`src/rtl/aes_pkg.sv`:
```
// rtl/aes_pkg.sv - shared AES GF(2^8) helpers, FSM state type and block geometry
package aes_pkg;

  localparam int AES_BLK_W = 128;
  localparam int AES_COL_W = 32;
  localparam int AES_NCOL  = 4;

  typedef enum logic [1:0] {
    IDLE = 2'd0,
    MIX  = 2'd1,
    DONE = 2'd2
  } fsm_state_t;

  // Multiply by x modulo 0x11B.
  function automatic logic [7:0] xtime(input logic [7:0] b);
    return {b[6:0], 1'b0} ^ (b[7] ? 8'h1B : 8'h00);
  endfunction

  function automatic logic [7:0] gf_mul3(input logic [7:0] b);
    return xtime(b) ^ b;
  endfunction

endpackage

```
`src/rtl/mix_single_column.sv`:
```
// rtl/mix_single_column.sv - combinational forward MixColumns of one 32-bit column
module mix_single_column
  import aes_pkg::*;
(
  input  logic [AES_COL_W-1:0] i_col,
  output logic [AES_COL_W-1:0] o_col
);

  logic [7:0] w_a0, w_a1, w_a2, w_a3;

  assign w_a0 = i_col[31:24];
  assign w_a1 = i_col[23:16];
  assign w_a2 = i_col[15:8];
  assign w_a3 = i_col[7:0];

  assign o_col[31:24] = xtime(w_a0) ^ gf_mul3(w_a1) ^ w_a2 ^ w_a3;
  assign o_col[23:16] = w_a0 ^ xtime(w_a1) ^ gf_mul3(w_a2) ^ w_a3;
  assign o_col[15:8]  = w_a0 ^ w_a1 ^ xtime(w_a2) ^ gf_mul3(w_a3);
  assign o_col[7:0]   = gf_mul3(w_a0) ^ w_a1 ^ w_a2 ^ xtime(w_a3);

endmodule

```
`src/rtl/mix_col_engine.sv`:
```
// rtl/mix_col_engine.sv - iterative AES MixColumns engine; optional MIX_COL_BYPASS_EN adds last_round bypass
module mix_col_engine
  import aes_pkg::*;
#(
  parameter int COLS_PER_CYCLE = 1
) (
  input  logic                 clk,
  input  logic                 rst,
  input  logic                 in_valid,
  output logic                 in_ready,
  input  logic [AES_BLK_W-1:0] in_data,
  output logic                 out_valid,
  input  logic                 out_ready,
`ifdef MIX_COL_BYPASS_EN
  input  logic                 last_round,
`endif
  output logic [AES_BLK_W-1:0] out_data
);

  localparam logic [1:0] STEP     = 2'(COLS_PER_CYCLE % AES_NCOL);
  localparam logic [1:0] LAST_CNT = 2'(AES_NCOL - COLS_PER_CYCLE);

  generate
    if (COLS_PER_CYCLE != 1 && COLS_PER_CYCLE != 2 && COLS_PER_CYCLE != 4) begin : g_bad_cpc
      $error("mix_col_engine: COLS_PER_CYCLE must be 1, 2 or 4");
    end
  endgenerate

  fsm_state_t           r_state, w_state_next;
  logic [1:0]           r_col_cnt;
  logic [AES_BLK_W-1:0] r_work;
  logic [AES_BLK_W-1:0] w_work_mix;
  logic                 w_in_hs;
  logic                 w_bypass;
  logic [6:0]           w_hi      [COLS_PER_CYCLE];
  logic [AES_COL_W-1:0] w_col_out [COLS_PER_CYCLE];

`ifdef MIX_COL_BYPASS_EN
  assign w_bypass = last_round;
`else
  assign w_bypass = 1'b0;
`endif

  assign w_in_hs = in_valid && in_ready;

  // Groups are aligned to COLS_PER_CYCLE, so col_cnt+g never wraps within a group.
  for (genvar g = 0; g < COLS_PER_CYCLE; g++) begin : g_col
    logic [1:0] w_idx;
    assign w_idx    = r_col_cnt + 2'(g);
    assign w_hi[g]  = 7'd127 - {w_idx, 5'd0};
    mix_single_column u_mix (
      .i_col (r_work[w_hi[g] -: AES_COL_W]),
      .o_col (w_col_out[g])
    );
  end

  always_comb begin
    w_work_mix = r_work;
    for (int g = 0; g < COLS_PER_CYCLE; g++) begin
      w_work_mix[w_hi[g] -: AES_COL_W] = w_col_out[g];
    end
  end

  always_ff @(posedge clk or posedge rst) begin
    if (rst) r_state <= IDLE;
    else     r_state <= w_state_next;
  end

  always_comb begin
    w_state_next = r_state;
    case (r_state)
      IDLE:    if (w_in_hs) w_state_next = w_bypass ? DONE : MIX;
      MIX:     if (r_col_cnt == LAST_CNT) w_state_next = DONE;
      DONE:    if (out_ready) w_state_next = IDLE;
      default: w_state_next = IDLE;
    endcase
  end

  always_comb begin
    in_ready  = (r_state == IDLE) && !rst;
    out_valid = (r_state == DONE);
  end

  always_ff @(posedge clk or posedge rst) begin
    if (rst) begin
      r_work    <= '0;
      r_col_cnt <= 2'd0;
    end else if (r_state == IDLE && w_in_hs) begin
      r_work    <= in_data;
      r_col_cnt <= 2'd0;
    end else if (r_state == MIX) begin
      r_work    <= w_work_mix;
      r_col_cnt <= r_col_cnt + STEP;
    end
  end

  assign out_data = r_work;

endmodule
```
`config.mk`:
```
export PLATFORM = sky130hd
export DESIGN_NAME = mix_col_engine
export DESIGN_NICKNAME = d
export VERILOG_FILES = /design/src/rtl/aes_pkg.sv /design/src/rtl/mix_single_column.sv /design/src/rtl/mix_col_engine.sv
export SDC_FILE = /design/constraint.sdc
export NUM_CORES = 1
export LEC_CHECK = 0
export ABC_CLOCK_PERIOD_IN_PS = 8700
export CORE_MARGIN = 10
export CORE_UTILIZATION = 30
export DETAILED_ROUTE_END_ITERATION = 8
export HOLD_SLACK_MARGIN = 0.05
export PLACE_DENSITY = 0.56
export SLEW_MARGIN = 5
export SYNTH_ARGS = -nofsm -noshare
export SYNTH_HDL_FRONTEND = slang
export SYNTH_SLANG_ARGS = --single-unit
```
`constraint.sdc`:
```
create_clock -name clk -period 8.7 [get_ports clk]
set_input_delay 1.74 -clock clk [delete_from_list [all_inputs] [get_ports clk]]
set_output_delay 1.74 -clock clk [all_outputs]
set_load 0.05 [all_outputs]
```
==> out/metrics.json, run 1 <==
{
  "global_route": {
    "globalRouteOverflowTotal": 0,
    "grt_use_total_pct": 19.05,
    "grt_first_pass_wirelength_um": 44710,
    "number_of_global_route_vias_before_repair": 6727,
    "grt_antenna_before_repair": 0,
    "grt_max_degree": 82
  },
  "yosys": {
    "synth_fp_nets": 711,
    "avgSynthCellArea_um2": 12.88,
    "yosys.cell_count.top_type": "sky130_fd_sc_hd__dfrtp_1",
    "netlist.area_leader.share_pct": 44.59,
    "postSynth.asyncResetShare_pct": 100.0,
    "synth_top_cells_by_area": "sky130_fd_sc_hd__dfrtp_1, sky130_fd_sc_hd__a22oi_1, sky130_fd_sc_hd__xnor3_1",
    "synth_top_area_cell": "sky130_fd_sc_hd__dfrtp_1",
    "ys_types": 32,
    "ys_seq_area_share_pct": 44.59,
    "synth_ff_type": "sky130_fd_sc_hd__dfrtp_1",
    "netlist_area_um2": 7407,
    "synth-edff-count": 0,
    "synth_common_cells": "sky130_fd_sc_hd__dfrtp_1, sky130_fd_sc_hd__a22oi_1, sky130_fd_sc_hd__o21ai_0, sky130_fd_sc_hd__o21ai_1, sky130_fd_sc_hd__clkbuf_1",
    "yosys_warnings": 0,
    "syn_inst": 575,
    "synth.ff_latch_count": 132
  },
  "final_layout": {
    "num-nets-final": 953,
    "stdcell_count": 1152,
    "post_route_cells_drive_above_1_share_pct": 9.903,
    "area.growth.synth_to_final_pct": 46.27,
    "insertedDiodeCount": 0,
    "core_util_final_pct": 44.55
  },
  "timing": {
    "tns_ns": 0,
    "slew_viol_final": 0,
    "grt_setup_unrepaired": "false",
    "finalHoldViolCount": 0,
    "worst_slew_pin_slew_ns": 1.051,
    "clock_skew_after_layout_ns": 0.01157,
    "layout_worst_path_cycle_share_pct": 57.86,
    "setup_viol_count_final": 0,
    "timing.final.crit_period_ns": 5.034,
    "headroom_to_the_max_slew_limit_pct": 29.70,
    "fmax_mhz": 198.7
  },
  "drt": {
    "ant_nets": 0,
    "num_vias": 6198,
    "drt-total-wl_um": 30280,
    "routed_via_density": 5.380,
    "detail_route.first_pass.iterations": 5,
    "post-route-drc-count": 0,
    "drtIter0Drc": 506,
    "avgRoutedWirePerCell_um": 26.29
  },
  "die": {
    "die_area_um2": 31380,
    "starting_utilization_of_the_core_area_pct": 30.46,
    "floorplan.die.width_um": 177.1,
    "top_level_ports": 262,
    "row_count": 57,
    "fp.coreArea_um2": 24320,
    "die_y_um": 177.1
  },
  "critical_path": {
    "cp_max_fo": 4,
    "crit_path_end_kind": "output port",
    "arrival_worst_endpoint_ns": 3.29,
    "regToRegSetupSlack_ns": 5.37,
    "critPathKind": "input pin to output port",
    "worst_setup_path_start_kind": "input pin",
    "cp.required_ns": 6.96
  },
  "cts": {
    "cts.repair.resized": 0,
    "cts.hold.buffers_added": 0,
    "cts_setup_buffers": 0,
    "clockRootBuffer": "sky130_fd_sc_hd__clkbuf_16",
    "worst_skew_pair.late_latency_ns": 0.41,
    "clk_transition_reported_paths_ns": 0.06,
    "max-clock-path-buffers": 2,
    "clock_sink_count": 132,
    "cts-buffers-inserted": 17,
    "htreeDepth": 4,
    "cts_tree": "yes"
  },
  "status": {
    "run_status": "completed"
  },
  "placed_design": {
    "place_hpwl_um": 21690,
    "dp_cells": 1122,
    "io_buffer_count": 261,
    "place_congestion": 0.7653
  },
  "min_path": {
    "timing.hold.worst.class": "flip-flop to flip-flop"
  },
  "flow_run": {
    "max_cap_violations": 0
  }
}
-- metrics by stage --
step	area [um2]	setup slack (ns)	hold slack [ns]
6_report	10830	3.666	0.5278
5_1_grt	10830	3.573	0.5547
4_1_cts	10830	3.671	0.5332
3_5_place_dp	10310	3.675	0.5166
3_3_place_gp	10310	3.671	0.5098
2_1_floorplan	7407	3.434	0.6527
-- registers in the layout, indices dropped and copies added (netlist names) --
| name | flops |
|---|---|
| r_col_cnt | 2 |
| r_state | 2 |
| out_data | 128 |
-- area by class of cell --
cell class	count	area, um2
multi-input combinational	390	3880
inverter	4	20.02
clock inverter	9	57.56
fill	2308	13490
timing repair buffer	272	2695
clock buffer	21	470.5
sequential	132	3306
tap	324	405.4
-- critical path, stage by stage --
cell and delay, ns:
sky130_fd_sc_hd__clkdlybuf4s50_1 0.53, sky130_fd_sc_hd__nor3_1 0.19, sky130_fd_sc_hd__clkdlybuf4s50_1 0.84
-- path summary, 6_finish.rpt --
kind	from	to	cells after the start
max	rst	in_ready	3
min	out_data[24]	out_data[24]	2
max reg2reg	r_col_cnt[0]	out_data[103]	5
min reg2reg	out_data[24]	out_data[24]	2
max in group asynchronous	rst	r_col_cnt[0]	3
min in group asynchronous	rst	out_data[29]	2
-- per-layer routing --
layer	vias to the layer above	share of wire [%]	GRT usage [%]
li1	2749	-	-
met1	3189	45	25.54
met2	246	47	29.92
met3	14	7.8	5.761
met4	0	0.72	3.643
met5	-	0	0
-- cell usage in the layout, fill, tap and decap left out, types with 3 or more instances in the layout --
cell type / n
sky130_fd_sc_hd__xor3_1: 8
sky130_fd_sc_hd__mux4_2: 27
sky130_fd_sc_hd__nor2_1: 4
sky130_fd_sc_hd__o21ai_0: 78
sky130_fd_sc_hd__clkbuf_8: 3
sky130_fd_sc_hd__xor2_1: 11
sky130_fd_sc_hd__a22oi_1: 128
sky130_fd_sc_hd__clkbuf_16: 17
sky130_fd_sc_hd__nand2_1: 6
sky130_fd_sc_hd__o21ai_1: 50
sky130_fd_sc_hd__a21o_1: 4
sky130_fd_sc_hd__xnor2_2: 6
sky130_fd_sc_hd__ha_1: 4
sky130_fd_sc_hd__dfrtp_1: 130
sky130_fd_sc_hd__xnor3_1: 36
sky130_fd_sc_hd__inv_1: 3
sky130_fd_sc_hd__clkinv_2: 5
sky130_fd_sc_hd__xnor2_1: 8
sky130_fd_sc_hd__clkdlybuf4s50_1: 261
sky130_fd_sc_hd__mux4_1: 5
sky130_fd_sc_hd__buf_4: 11
-- kinds of logic (layout without fill, tap and decap cells) --
logic type	after synthesis	in the layout	synth area share (%)
buf+inv	53	306	3.243
compound gates	263	263	22.31
simple gates	20	20	1.368
fa+ha+maj	4	4	0.6757
mux	32	32	9.983
xor+xnor	71	71	17.82
flops	132	132	44.59
Power of run 1 is left out: the tool's default activity adds up to more than one toggle a clock period on the data nets, which glitch-free logic cannot reach.
==> inputs of run 2 (changes only) <==
--- a/config.mk
+++ b/config.mk
@@ -5,7 +5,7 @@
 export SDC_FILE = /design/constraint.sdc
 export NUM_CORES = 1
 export LEC_CHECK = 0
-export ABC_CLOCK_PERIOD_IN_PS = 8700
+export ABC_CLOCK_PERIOD_IN_PS = 4800
 export CORE_MARGIN = 10
 export CORE_UTILIZATION = 30
 export DETAILED_ROUTE_END_ITERATION = 8
==> constraint.sdc (replaced) <==
create_clock -name clk -period 4.8 [get_ports clk]
set_input_delay 0.96 -clock clk [delete_from_list [all_inputs] [get_ports clk]]
set_output_delay 0.96 -clock clk [all_outputs]
set_load 0.05 [all_outputs]
==> run 2 against run 1 <==
Effect of this change:
- clock-buffer cell count fell by 2
- first-iteration DRC count is 23% lower
- utilization is 0.55 points higher
- worst hold slack improved by 0.0092 ns
- non-clock buffer count grew 1
- wire length fell by 1.0%
- register-to-register slack worse by 3.8 ns
- sequential share of layout area down 0.37 points
- worst setup slack worse by 2.3 ns
==> out/metrics.json, run 2 (same netlist as run 1, synthesis figures left out) <==
{
  "status": {
    "run_status": "completed"
  },
  "final_layout": {
    "most_common_cell_after_layout_fill_and_taps_aside": "sky130_fd_sc_hd__clkdlybuf4s50_1",
    "largest_reg_flops": 128,
    "post_route_cells_drive_above_1_share_pct": 10.23,
    "core_util_final_pct": 45.09,
    "fillcell_total": 2286,
    "num-nets-final": 954,
    "insertedDiodeCount": 0,
    "area.growth.synth_to_final_pct": 48.06,
    "layout.cells.most_common_list": "sky130_fd_sc_hd__clkdlybuf4s50_1, sky130_fd_sc_hd__dfrtp_1, sky130_fd_sc_hd__a22oi_1, sky130_fd_sc_hd__o21ai_0, sky130_fd_sc_hd__o21ai_1"
  },
  "timing": {
    "grt_setup_unrepaired": "false",
    "slew_viol_final": 0,
    "clock_skew_after_layout_ns": 0.01794,
    "headroom_to_the_max_slew_limit_pct": 28.70,
    "worst_slew_pin_slew_ns": 1.066,
    "layout_worst_path_cycle_share_pct": 72.05,
    "setup_viol_count_final": 0,
    "finalHoldViolCount": 0,
    "tns_ns": 0,
    "post-route-worst-setup-slack_ns": 1.342,
    "fmax_mhz": 289.1,
    "final.hold.worst_slack_ns": 0.5370,
    "timing.final.crit_period_ns": 3.458
  },
  "die": {
    "starting_utilization_of_the_core_area_pct": 30.46,
    "row_count": 57,
    "fp.coreArea_um2": 24320,
    "floorplan.die.width_um": 177.1,
    "top_level_ports": 262,
    "die_area_um2": 31380,
    "die_y_um": 177.1
  },
  "critical_path": {
    "crit_path_end_kind": "output port",
    "cp.required_ns": 3.84,
    "cp_max_fo": 4,
    "worst_setup_path_start_kind": "input pin",
    "regToRegSetupSlack_ns": 1.53,
    "critPathKind": "input pin to output port",
    "arrival_worst_endpoint_ns": 2.50
  },
  "cts": {
    "worst_skew_pair.late_latency_ns": 0.43,
    "clockRootBuffer": "sky130_fd_sc_hd__clkbuf_16",
    "cts.repair.resized": 0,
    "htreeDepth": 4,
    "cts_setup_buffers": 0,
    "cts.hold.buffers_added": 0,
    "max-clock-path-buffers": 2,
    "cts-buffers-inserted": 17,
    "cts_tree": "yes",
    "clk_transition_reported_paths_ns": 0.06,
    "clock_sink_count": 132
  },
  "drt": {
    "drtIter0Drc": 391,
    "num_vias": 6247,
    "avgRoutedWirePerCell_um": 25.95,
    "drt-total-wl_um": 29970,
    "detail_route.first_pass.iterations": 5,
    "post-route-drc-count": 0,
    "ant_nets": 0,
    "routed_via_density": 5.409
  },
  "placed_design": {
    "io_buffer_count": 261,
    "place_congestion": 0.7650,
    "pre_cts_slack_ns": 1.335,
    "place_hpwl_um": 21580
  },
  "min_path": {
    "timing.hold.worst.class": "flip-flop to flip-flop"
  },
  "global_route": {
    "grt_max_degree": 132,
    "globalRouteOverflowTotal": 0,
    "number_of_global_route_vias_before_repair": 6752,
    "grt_antenna_before_repair": 0,
    "grt_first_pass_wirelength_um": 44550,
    "grt_use_total_pct": 18.84
  },
  "flow_run": {
    "max_cap_violations": 0
  }
}
-- run 2: cell types whose count changed in the layout (fill, tap and decap cells not counted), sizes merged --
cell / before / now
inv: 4 / 8
clkinvlp: 2 / 3
clkbuf: 21 / 19
buf: 11 / 12
bufinv: 0 / 4
clkinv: 7 / 2
-- run 2: final cells by class --
type                       count  area [um2]  area share [%]
multi-input combinational    390        3880           35.38
sequential                   132        3306           30.14
clock inverter                13       197.7           1.803
tap                          324       405.4           3.697
clock buffer                  19       442.9           4.039
inverter                       4       20.02          0.1825
timing repair buffer         273        2715           24.76
-- run 2: layer usage --
layer | vias to the layer above | share of wire (%) | GRT usage, %
li1 | 2751 | - | -
met1 | 3210 | 45 | 25.14
met2 | 265 | 46 | 29.09
met3 | 21 | 7.8 | 6.230
met4 | 0 | 1.2 | 4.168
met5 | - | 0 | 0
-- run 2: path summary, 6_finish.rpt --
| check | endpoint | start | depth (start not counted) |
|---|---|---|---|
| min | out_data[5] | out_data[5] | 2 |
| max reg2reg | out_data[57] | r_col_cnt[0] | 5 |
| max in group asynchronous | out_data[67] | rst | 3 |
| min in group asynchronous | r_state[0] | rst | 2 |
| max | in_ready | rst | 3 |
| min reg2reg | out_data[5] | out_data[5] | 2 |
-- run 2: stage by stage --
step | area [um2] | cells
final | 10970 | 1155
after global routing | 10970 | 1155
after CTS | 10970 | 1155
after detailed placement | 10330 | 1123
after global placement | 10330 | 1123
after floorplan | 7407 | 575
-- run 2: critical path: stages --
cell,delay [ns]
sky130_fd_sc_hd__clkdlybuf4s50_1,0.53
sky130_fd_sc_hd__nor3_1,0.18
sky130_fd_sc_hd__clkdlybuf4s50_1,0.83
Power of run 2 is left out for the same reason.
==> inputs of run 3 (changes only) <==
--- a/config.mk
+++ b/config.mk
@@ -5,7 +5,7 @@
 export SDC_FILE = /design/constraint.sdc
 export NUM_CORES = 1
 export LEC_CHECK = 0
-export ABC_CLOCK_PERIOD_IN_PS = 4800
+export ABC_CLOCK_PERIOD_IN_PS = 3300
 export CORE_MARGIN = 10
 export CORE_UTILIZATION = 30
 export DETAILED_ROUTE_END_ITERATION = 8
==> constraint.sdc (replaced) <==
create_clock -name clk -period 3.3 [get_ports clk]
set_input_delay 0.66 -clock clk [delete_from_list [all_inputs] [get_ports clk]]
set_output_delay 0.66 -clock clk [all_outputs]
set_load 0.05 [all_outputs]
==> run 3 against run 2 <==
Effect of this change:
- register-to-register slack lost 0.89 ns
- utilization is 0.30 points higher
- global-route usage increased by 0.16 points
- clock skew fell by 0.0093 ns
- first-iteration DRC count increased by 57%
- via count up 0.72%
- final area up 0.67%
- final cell count rose by 0.95%
- critical endpoint is now out_data[52]
- largest cell class unchanged
==> out/metrics.json, run 3 (same netlist as run 1, synthesis figures left out) <==
{
  "status": {
    "run_status": "completed"
  },
  "cts": {
    "clockRootBuffer": "sky130_fd_sc_hd__clkbuf_16",
    "clock_sink_count": 132,
    "cts_tree": "yes",
    "worst_skew_pair.late_latency_ns": 0.42,
    "htreeDepth": 4,
    "max-clock-path-buffers": 2,
    "cts-buffers-inserted": 17,
    "cts.hold.buffers_added": 0,
    "cts_setup_buffers": 0,
    "cts.repair.resized": 0,
    "clk_transition_reported_paths_ns": 0.06
  },
  "placed_design": {
    "place_congestion": 0.7823,
    "place_hpwl_um": 22380,
    "io_buffer_count": 261
  },
  "final_layout": {
    "largest_reg_flops": 128,
    "layout.cells.most_common_list": "sky130_fd_sc_hd__clkdlybuf4s50_1, sky130_fd_sc_hd__dfrtp_1, sky130_fd_sc_hd__a22oi_1, sky130_fd_sc_hd__o21ai_0, sky130_fd_sc_hd__o21ai_1",
    "num-nets-final": 965,
    "most_common_cell_after_layout_fill_and_taps_aside": "sky130_fd_sc_hd__clkdlybuf4s50_1",
    "post_route_cells_drive_above_1_share_pct": 11.31,
    "area.growth.synth_to_final_pct": 49.05
  },
  "drt": {
    "detail_route.first_pass.iterations": 5,
    "num_vias": 6292,
    "ant_nets": 0,
    "routed_via_density": 5.396,
    "post-route-drc-count": 0,
    "drt-total-wl_um": 30120,
    "drtIter0Drc": 613,
    "avgRoutedWirePerCell_um": 25.83
  },
  "die": {
    "top_level_ports": 262,
    "die_y_um": 177.1,
    "fp.coreArea_um2": 24320,
    "starting_utilization_of_the_core_area_pct": 30.46,
    "floorplan.die.width_um": 177.1,
    "die_area_um2": 31380,
    "row_count": 57
  },
  "global_route": {
    "gr-usage-met3_pct": 6.699,
    "grt_use_total_pct": 19.00,
    "number_of_global_route_vias_before_repair": 6744,
    "grt_max_degree": 76,
    "met1_usage_pct": 24.97,
    "grt_first_pass_wirelength_um": 44880,
    "busiest_layer": "met2",
    "grt_antenna_before_repair": 2,
    "groute.layer.met2.usage_pct": 29.84,
    "globalRouteOverflowTotal": 0
  },
  "timing": {
    "setup_viol_count_final": 0,
    "grt_setup_unrepaired": "false",
    "layout_worst_path_cycle_share_pct": 80.72,
    "clock_skew_after_layout_ns": 0.008589,
    "timing.final.crit_period_ns": 2.664,
    "tns_ns": 0,
    "fmax_mhz": 375.4,
    "headroom_to_the_max_slew_limit_pct": 54.89,
    "worst_slew_pin_slew_ns": 0.6759,
    "finalHoldViolCount": 0,
    "slew_viol_final": 0
  },
  "critical_path": {
    "cp_max_fo": 9,
    "worst_setup_path_start_kind": "flip-flop",
    "cp.required_ns": 3.62,
    "critical_path.reg2reg.startpoint": "r_col_cnt[0]",
    "crit_path_end_kind": "flip-flop",
    "critPathKind": "flip-flop to flip-flop",
    "r2r-end": "out_data[52]",
    "cp-startpoint": "r_col_cnt[0]",
    "regToRegSetupSlack_ns": 0.64,
    "arrival_worst_endpoint_ns": 2.98,
    "ff2ff_path_depth": 5
  },
  "min_path": {
    "worstHoldPathCells": 2,
    "worstHoldStart": "out_data[34]",
    "timing.hold.worst.class": "flip-flop to flip-flop",
    "hold_end": "out_data[34]"
  },
  "flow_run": {
    "max_cap_violations": 0
  }
}
## run 3: area by class of cell
cell class,instances,area [um2]
clock inverters,12,108.9
diodes,2,5.005
flip-flops and latches,132,3306
clock buffers,18,439.2
repair buffers,284,2883
well taps,324,405.4
fillers,2190,13280
inverters,4,18.77
multi-input cells,390,3875
## run 3: worst max path at each step
| stage | end | slack (ns) | depth (start not counted) |
|---|---|---|---|
| 2_1_floorplan | in_ready | 0.94 | 1 |
| 6_report | out_data[52] | 0.64 | 5 |
| 5_1_grt | out_data[83] | 0.46 | 5 |
| 4_1_cts | out_valid | 0.61 | 2 |
| 3_5_place_dp | out_data[47] | 0.52 | 6 |
| 3_3_place_gp | out_data[47] | 0.60 | 6 |
## run 3: worst max-delay path, stage by stage, from the launching register on
cell and delay [ns]:
sky130_fd_sc_hd__dfrtp_2 0.41, sky130_fd_sc_hd__buf_4 0.26, sky130_fd_sc_hd__mux4_2 0.70, sky130_fd_sc_hd__xor2_1 0.43
sky130_fd_sc_hd__xnor3_1 0.59, sky130_fd_sc_hd__o21ai_1 0.17
## run 3: routing by layer
layer / vias up / wire, um
met5: - / 0
met4: 0 / 212
met3: 14 / 2671
met2: 276 / 14350
met1: 3228 / 12890
li1: 2774 / -
## run 3: metrics by stage
stage | setup WS (ns) | hold slack, ns | cell area (um2) | util [%] | instances
finish | 0.6363 | 0.5309 | 11040 | 45.40 | 1166
CTS | 0.6074 | 0.5343 | 11040 | 45.38 | 1164
detailed placement | 0.5177 | 0.5170 | 10490 | 43.12 | 1134
global placement | 0.5960 | 0.5131 | 10490 | 43.12 | 1134
floorplan | 0.9353 | 0.6527 | 7411 | - | 575
global route | 0.4598 | 0.5573 | 11040 | 45.39 | 1165
Power of run 3 is left out for the same reason.
